===== config.mk =====
export PLATFORM = sky130hd
export DESIGN_NAME = load_store_unit
export DESIGN_NICKNAME = d
export VERILOG_FILES = /design/src/rtl/load_store_unit_pkg.sv /design/src/rtl/load_store_unit_align.sv /design/src/rtl/load_store_unit.sv
export SDC_FILE = /design/constraint.sdc
export NUM_CORES = 1
export LEC_CHECK = 0
export ABC_AREA = 1
export ABC_CLOCK_PERIOD_IN_PS = 3720
export BUFFER_PORTS_ARGS = -buffer_cell sky130_fd_sc_hd__buf_2
export CORE_UTILIZATION = 40
export CTS_BUF_LIST = sky130_fd_sc_hd__clkbuf_8
export CTS_CLUSTER_SIZE = 25
export DETAILED_ROUTE_END_ITERATION = 10
export GPL_ROUTABILITY_DRIVEN = 0
export HOLD_SLACK_MARGIN = 0.02
export PLACE_DENSITY = 0.69
export SLEW_MARGIN = 10
export SYNTH_ARGS = -nofsm -noshare
export SYNTH_HDL_FRONTEND = slang
export SYNTH_SLANG_ARGS = --single-unit

===== constraint.sdc =====
create_clock -name clk -period 3.72 [get_ports clk]
set_input_delay 0.93 -clock clk [delete_from_list [all_inputs] [get_ports clk]]
set_output_delay 0.93 -clock clk [all_outputs]
set_load 0.005 [all_outputs]

===== src/rtl/load_store_unit_pkg.sv =====
// Shared definitions for the load/store unit: RV32I load/store funct3 codes, FSM states
// and access-size helpers used by both the unit and its alignment datapath.
package load_store_unit_pkg;

    localparam logic [2:0] LS_FUNCT3_B  = 3'b000;
    localparam logic [2:0] LS_FUNCT3_H  = 3'b001;
    localparam logic [2:0] LS_FUNCT3_W  = 3'b010;
    localparam logic [2:0] LS_FUNCT3_BU = 3'b100;
    localparam logic [2:0] LS_FUNCT3_HU = 3'b101;

    typedef enum logic [2:0] {
        LS_IDLE,
        LS_RD_ADDR,
        LS_RD_DATA,
        LS_WR_REQ,
        LS_WR_RESP,
        LS_MIS_WAIT,
        LS_DONE
    } ls_state_e;

    typedef enum logic [1:0] {
        SIZE_B,
        SIZE_H,
        SIZE_W
    } ls_size_e;

    // Any funct3 outside the five load/store encodings is treated as a word access.
    function automatic ls_size_e decode_size(input logic [2:0] funct3);
        case (funct3)
            LS_FUNCT3_B, LS_FUNCT3_BU: decode_size = SIZE_B;
            LS_FUNCT3_H, LS_FUNCT3_HU: decode_size = SIZE_H;
            LS_FUNCT3_W:               decode_size = SIZE_W;
            default:                   decode_size = SIZE_W;
        endcase
    endfunction

    function automatic logic [1:0] align_offset(input ls_size_e size, input logic [1:0] offset);
        case (size)
            SIZE_B:  align_offset = offset;
            SIZE_H:  align_offset = {offset[1], 1'b0};
            default: align_offset = 2'b00;
        endcase
    endfunction

    function automatic logic is_misaligned(input ls_size_e size, input logic [1:0] offset);
        case (size)
            SIZE_B:  is_misaligned = 1'b0;
            SIZE_H:  is_misaligned = offset[0];
            default: is_misaligned = (offset != 2'b00);
        endcase
    endfunction

endpackage


===== src/rtl/load_store_unit_align.sv =====
// Combinational byte-lane datapath: replicates store data across lanes with matching
// strobes, and extracts plus sign/zero-extends load data from a bus word.
module load_store_align
    import load_store_unit_pkg::*;
#(
    parameter int DATA_WIDTH = 32,
    parameter int STRB_WIDTH = DATA_WIDTH / 8
) (
    input  logic [2:0]            funct3,
    input  logic [1:0]            offset,
    input  logic [DATA_WIDTH-1:0] store_data,
    input  logic [DATA_WIDTH-1:0] load_word,
    output logic [STRB_WIDTH-1:0] strobe,
    output logic [DATA_WIDTH-1:0] lane_data,
    output logic [DATA_WIDTH-1:0] load_data
);

    ls_size_e              size;
    logic [DATA_WIDTH-1:0] shifted;

    assign size    = decode_size(funct3);
    assign shifted = load_word >> {offset, 3'b000};

    genvar gi;
    generate
        for (gi = 0; gi < STRB_WIDTH; gi++) begin : g_lane
            localparam logic [1:0] LANE = 2'(gi);
            localparam logic       HALF = LANE[1];

            // Bytes repeat in every lane and halfwords in every half, so the strobe alone picks the target.
            assign lane_data[gi*8 +: 8] = (size == SIZE_B) ? store_data[7:0] :
                                          (size == SIZE_H) ? store_data[(gi%2)*8 +: 8] :
                                                             store_data[gi*8 +: 8];
            assign strobe[gi] = (size == SIZE_B) ? (offset == LANE) :
                                (size == SIZE_H) ? (offset[1] == HALF) :
                                                   1'b1;
        end
    endgenerate

    // funct3[2] marks the unsigned variants (BU/HU).
    always_comb begin
        load_data = shifted;
        case (size)
            SIZE_B:  load_data = {{(DATA_WIDTH-8){shifted[7] & ~funct3[2]}}, shifted[7:0]};
            SIZE_H:  load_data = {{(DATA_WIDTH-16){shifted[15] & ~funct3[2]}}, shifted[15:0]};
            default: load_data = shifted;
        endcase
    end

endmodule


===== src/rtl/load_store_unit.sv =====
// Memory-access stage: runs one load or store at a time over valid/ready read and write channels.
// Optional LSU_MISALIGN_TRAP_EN traps misaligned H/W accesses instead of forcing alignment.
module load_store_unit
    import load_store_unit_pkg::*;
#(
    parameter int ADDR_WIDTH = 32,
    parameter int DATA_WIDTH = 32,
    parameter int STRB_WIDTH = DATA_WIDTH / 8
) (
    input  logic                  clk,
    input  logic                  rst,
    input  logic                  ls_start,
    input  logic                  ls_store,
    input  logic [2:0]            ls_funct3,
    input  logic [ADDR_WIDTH-1:0] ls_addr,
    input  logic [DATA_WIDTH-1:0] ls_wdata,
    output logic                  ls_busy,
    output logic                  ls_done,
    output logic [DATA_WIDTH-1:0] ls_rdata,
    output logic                  dr_addr_valid,
    input  logic                  dr_addr_ready,
    output logic [ADDR_WIDTH-1:0] dr_addr,
    input  logic                  dr_data_valid,
    output logic                  dr_data_ready,
    input  logic [DATA_WIDTH-1:0] dr_data,
    output logic                  dw_req_valid,
    input  logic                  dw_req_ready,
    output logic [ADDR_WIDTH-1:0] dw_addr,
    output logic [DATA_WIDTH-1:0] dw_data,
    output logic [STRB_WIDTH-1:0] dw_strobe,
    input  logic                  dw_resp_valid,
    output logic                  dw_resp_ready
`ifdef LSU_MISALIGN_TRAP_EN
    ,
    output logic                  ls_misaligned
`endif
);

    ls_state_e             state_reg;
    ls_state_e             state_next;
    logic [ADDR_WIDTH-1:0] addr_reg;
    logic [1:0]            offset_reg;
    logic [2:0]            funct3_reg;
    logic [DATA_WIDTH-1:0] wdata_reg;
    logic [DATA_WIDTH-1:0] rdata_reg;
    logic [STRB_WIDTH-1:0] strobe;
    logic [DATA_WIDTH-1:0] lane_data;
    logic [DATA_WIDTH-1:0] load_data;
    logic                  start_accept;
    ls_size_e              start_size;

    assign start_size   = decode_size(ls_funct3);
    assign start_accept = (state_reg == LS_IDLE) && ls_start;

`ifdef LSU_MISALIGN_TRAP_EN
    logic misaligned_now;
    logic mis_reg;

    assign misaligned_now = is_misaligned(start_size, ls_addr[1:0]);

    always_ff @(posedge clk or negedge rst) begin
        if (!rst) begin
            mis_reg <= 1'b0;
        end else if (start_accept) begin
            mis_reg <= misaligned_now;
        end
    end
`endif

    load_store_align #(
        .DATA_WIDTH (DATA_WIDTH),
        .STRB_WIDTH (STRB_WIDTH)
    ) u_align (
        .funct3     (funct3_reg),
        .offset     (offset_reg),
        .store_data (wdata_reg),
        .load_word  (dr_data),
        .strobe     (strobe),
        .lane_data  (lane_data),
        .load_data  (load_data)
    );

    // Request fields are frozen at acceptance so the core may move on while the bus stalls.
    always_ff @(posedge clk or negedge rst) begin
        if (!rst) begin
            state_reg  <= LS_IDLE;
            addr_reg   <= '0;
            offset_reg <= 2'b00;
            funct3_reg <= 3'b000;
            wdata_reg  <= '0;
            rdata_reg  <= '0;
        end else begin
            state_reg <= state_next;
            if (start_accept) begin
                addr_reg   <= {ls_addr[ADDR_WIDTH-1:2], 2'b00};
                offset_reg <= align_offset(start_size, ls_addr[1:0]);
                funct3_reg <= ls_funct3;
                wdata_reg  <= ls_wdata;
            end
            if ((state_reg == LS_RD_DATA) && dr_data_valid) begin
                rdata_reg <= load_data;
            end
        end
    end

    assign ls_rdata = rdata_reg;
    assign dr_addr  = addr_reg;
    assign dw_addr  = addr_reg;

    always_comb begin
        state_next    = state_reg;
        ls_busy       = (state_reg != LS_IDLE);
        ls_done       = 1'b0;
        dr_addr_valid = 1'b0;
        dr_data_ready = 1'b0;
        dw_req_valid  = 1'b0;
        dw_resp_ready = 1'b0;
        dw_data       = '0;
        dw_strobe     = '0;
`ifdef LSU_MISALIGN_TRAP_EN
        ls_misaligned = 1'b0;
`endif
        case (state_reg)
            LS_IDLE: begin
                if (ls_start) begin
`ifdef LSU_MISALIGN_TRAP_EN
                    if (misaligned_now) state_next = LS_MIS_WAIT;
                    else
`endif
                    state_next = ls_store ? LS_WR_REQ : LS_RD_ADDR;
                end
            end
            LS_RD_ADDR: begin
                dr_addr_valid = 1'b1;
                if (dr_addr_ready) state_next = LS_RD_DATA;
            end
            LS_RD_DATA: begin
                dr_data_ready = 1'b1;
                if (dr_data_valid) state_next = LS_DONE;
            end
            LS_WR_REQ: begin
                dw_req_valid = 1'b1;
                dw_data      = lane_data;
                dw_strobe    = strobe;
                if (dw_req_ready) state_next = LS_WR_RESP;
            end
            LS_WR_RESP: begin
                dw_resp_ready = 1'b1;
                if (dw_resp_valid) state_next = LS_DONE;
            end
            LS_MIS_WAIT: begin
                state_next = LS_DONE;
            end
            LS_DONE: begin
                ls_done    = 1'b1;
`ifdef LSU_MISALIGN_TRAP_EN
                ls_misaligned = mis_reg;
`endif
                state_next = LS_IDLE;
            end
            default: begin
                state_next = LS_IDLE;
            end
        endcase
    end

endmodule


==> metrics <==
yosys synthesis warning count=0; antenna violations before repair=0; Syn-to-layout area delta=20.5%; dpl ws=0.775 ns; Setup TNS=0 ns; clock latency on the worst-skew pair=0.38 ns; Yosys cell types=25; via count=5537; CTS root buf=clkbuf_8; Mapped Area=5700 sq um; PnR worst setup slack=0.352 ns; vias per inst=4.72; maxcap violations=0; Die H=121 um; per-cell routed wire length=14.0 um; hold buffers post-CTS=0; CTS Buf Count=9; crit end category=primary output; crit-path max FO=17; Power Density=791 nW/um^2; Final Hold Viols=0; Slew headroom=0.388; clock sink count=102; hpwl dp=11900 um; status=finished clean; RSZ-0062 raised after global routing=false; main area contributors after synthesis=dfrtp_1, nand2_1, buf_4; highest clock rate=297 MHz; Placed Cells=1156; Routed WL=16400 um; clk buf depth=2; hold_ws=0.481 ns; Die ar.=14700 sq um; Worst Skew=0.0108 ns; vias in the first global route=4961; worst endpoint required time=2.79 ns; CP Data Arrival Time=2.44 ns; Max IR drop VDD=0.000380 V; Setup Crit Path Kind=flop to primary output; first-pass GRT wire length=25000 um; Tcrit/Tclk final=0.905; clock-pin transition on the worst setup and hold timing paths=0.11 ns; Hold Path Class=flop to flop; Avg Cell Area, Syn=7.08 sq um; layout cells sized above 1=0.288; leakage=0.00422 uW; final setup violating endpoints=0; Final ANT Viol Nets=0; H-tree depth=3; cells after synthesis=805; DRC=0; Port-buffer cells=240; gr ovfl total=0; post-CTS sizing=0; ant diodes=0; fin crit period=3.37 ns; #FFs+latches synth=102; Max Slew Vio Count=0; total setup buffers inserted after CTS=0; critical path startpoint category=flop; total track usage=0.222; Layout Nets=1094; post-synth top area cell=dfrtp_1; core area=13900 sq um; pin count of the biggest net entering global routing=103; measured slew at the worst slew-check pin=0.914 ns; post-synthesis sequential area ratio=0.448; non-filler cells, final=1172; # rows=43; Initial DRC Count=346; Ports=245; Final Power=5430 uW; Die X=121 um; top-area cell type share of the netlist area=0.448; CTS tree=done; Initial Utilization=0.411; Pre-antenna DRT Iters=6
## cell usage in the layout, fill, tap and decap left out, drive strengths merged
master,Yosys,routed
clkinvlp,0,1
nand3,47,47
o21ai,30,30
or2,16,16
inv,66,70
a22oi,6,6
bufinv,0,1
a21oi,22,22
conb,1,4
nor3,2,2
nand2,384,384
clkbuf,5,9
clkinv,0,1
dfrtp,102,102
nand3b,2,2
nor2,49,49
buf,73,246
## critical path, cell delays in order, from the launching register on
cell and delay, ns:
dfrtp_1 0.56, nand2_1 0.08, nor2_1 0.70, inv_2 0.35, a21oi_1 0.22, buf_2 0.14
## Yosys cell counts
cell	number
or2_2	5
nor3_1	2
conb_1	1
nand3_1	46
or2_0	2
nor2_1	42
or2_1	9
nand3_2	1
nand2_2	4
nor2_2	1
clkbuf_1	5
nand2_1	380
inv_1	59
o21ai_0	28
a21oi_1	22
buf_4	47
inv_2	7
a22oi_1	6
dfrtp_1	102
buf_1	1
nand3b_1	2
o21ai_1	2
nor2_4	6
buf_2	18
buf_6	7
## area by class of cell
class                   count  area [sq um]
multi-input cells         562          2370
fillers                  1491          7010
inverters                  66           248
repair buffers            246          1260
clock inverters             7          88.8
flip-flops and latches    102          2550
well taps                 180           225
clock buffers               9           124
## final timing paths
path,from,end,slack [ns],cells after the start
max reg2reg,offset_reg[0]$_DFFE_PN0P_,ls_rdata[29]$_DFFE_PN0P_,1.17,10
min reg2reg,wdata_reg[16]$_DFFE_PN0P_,wdata_reg[16]$_DFFE_PN0P_,0.48,2
max in group asynchronous,rst,dr_addr[15]$_DFFE_PN0P_,2.68,2
min,wdata_reg[16]$_DFFE_PN0P_,wdata_reg[16]$_DFFE_PN0P_,0.48,2
max,state_reg[1]$_DFFE_PN0P_,dw_data[12],0.35,5
min in group asynchronous,rst,ls_rdata[2]$_DFFE_PN0P_,0.56,2
## report_power, final
| part | internal, uW | switching (uW) |
|---|---|---|
| Combinational | 1030 | 1520 |
| Sequential | 1630 | 478 |
| Clock | 329 | 436 |
| Total | 2990 | 2440 |
## routing by layer
metal,vias up,GRT usage,share of wire
li1,2764,-,-
met1,2523,0.281,0.42
met2,227,0.369,0.49
met3,23,0.0517,0.075
met4,0,0.0818,0.018
met5,-,0,0
## kinds of logic after synthesis
group | count (synthesis) | share of synthesized area
compound gates | 58 | 0.0535
buf+inv | 144 | 0.139
flops | 102 | 0.448
other cells | 1 | 0.000658
simple gates | 500 | 0.359
## stage by stage
step | util | instance area (sq um)
after floorplan | - | 5710
after global placement | 0.479 | 6660
after detailed placement | 0.479 | 6660
after CTS | 0.495 | 6870
after global routing | 0.495 | 6870
final | 0.495 | 6870
(Power assumes the default switching activity.)
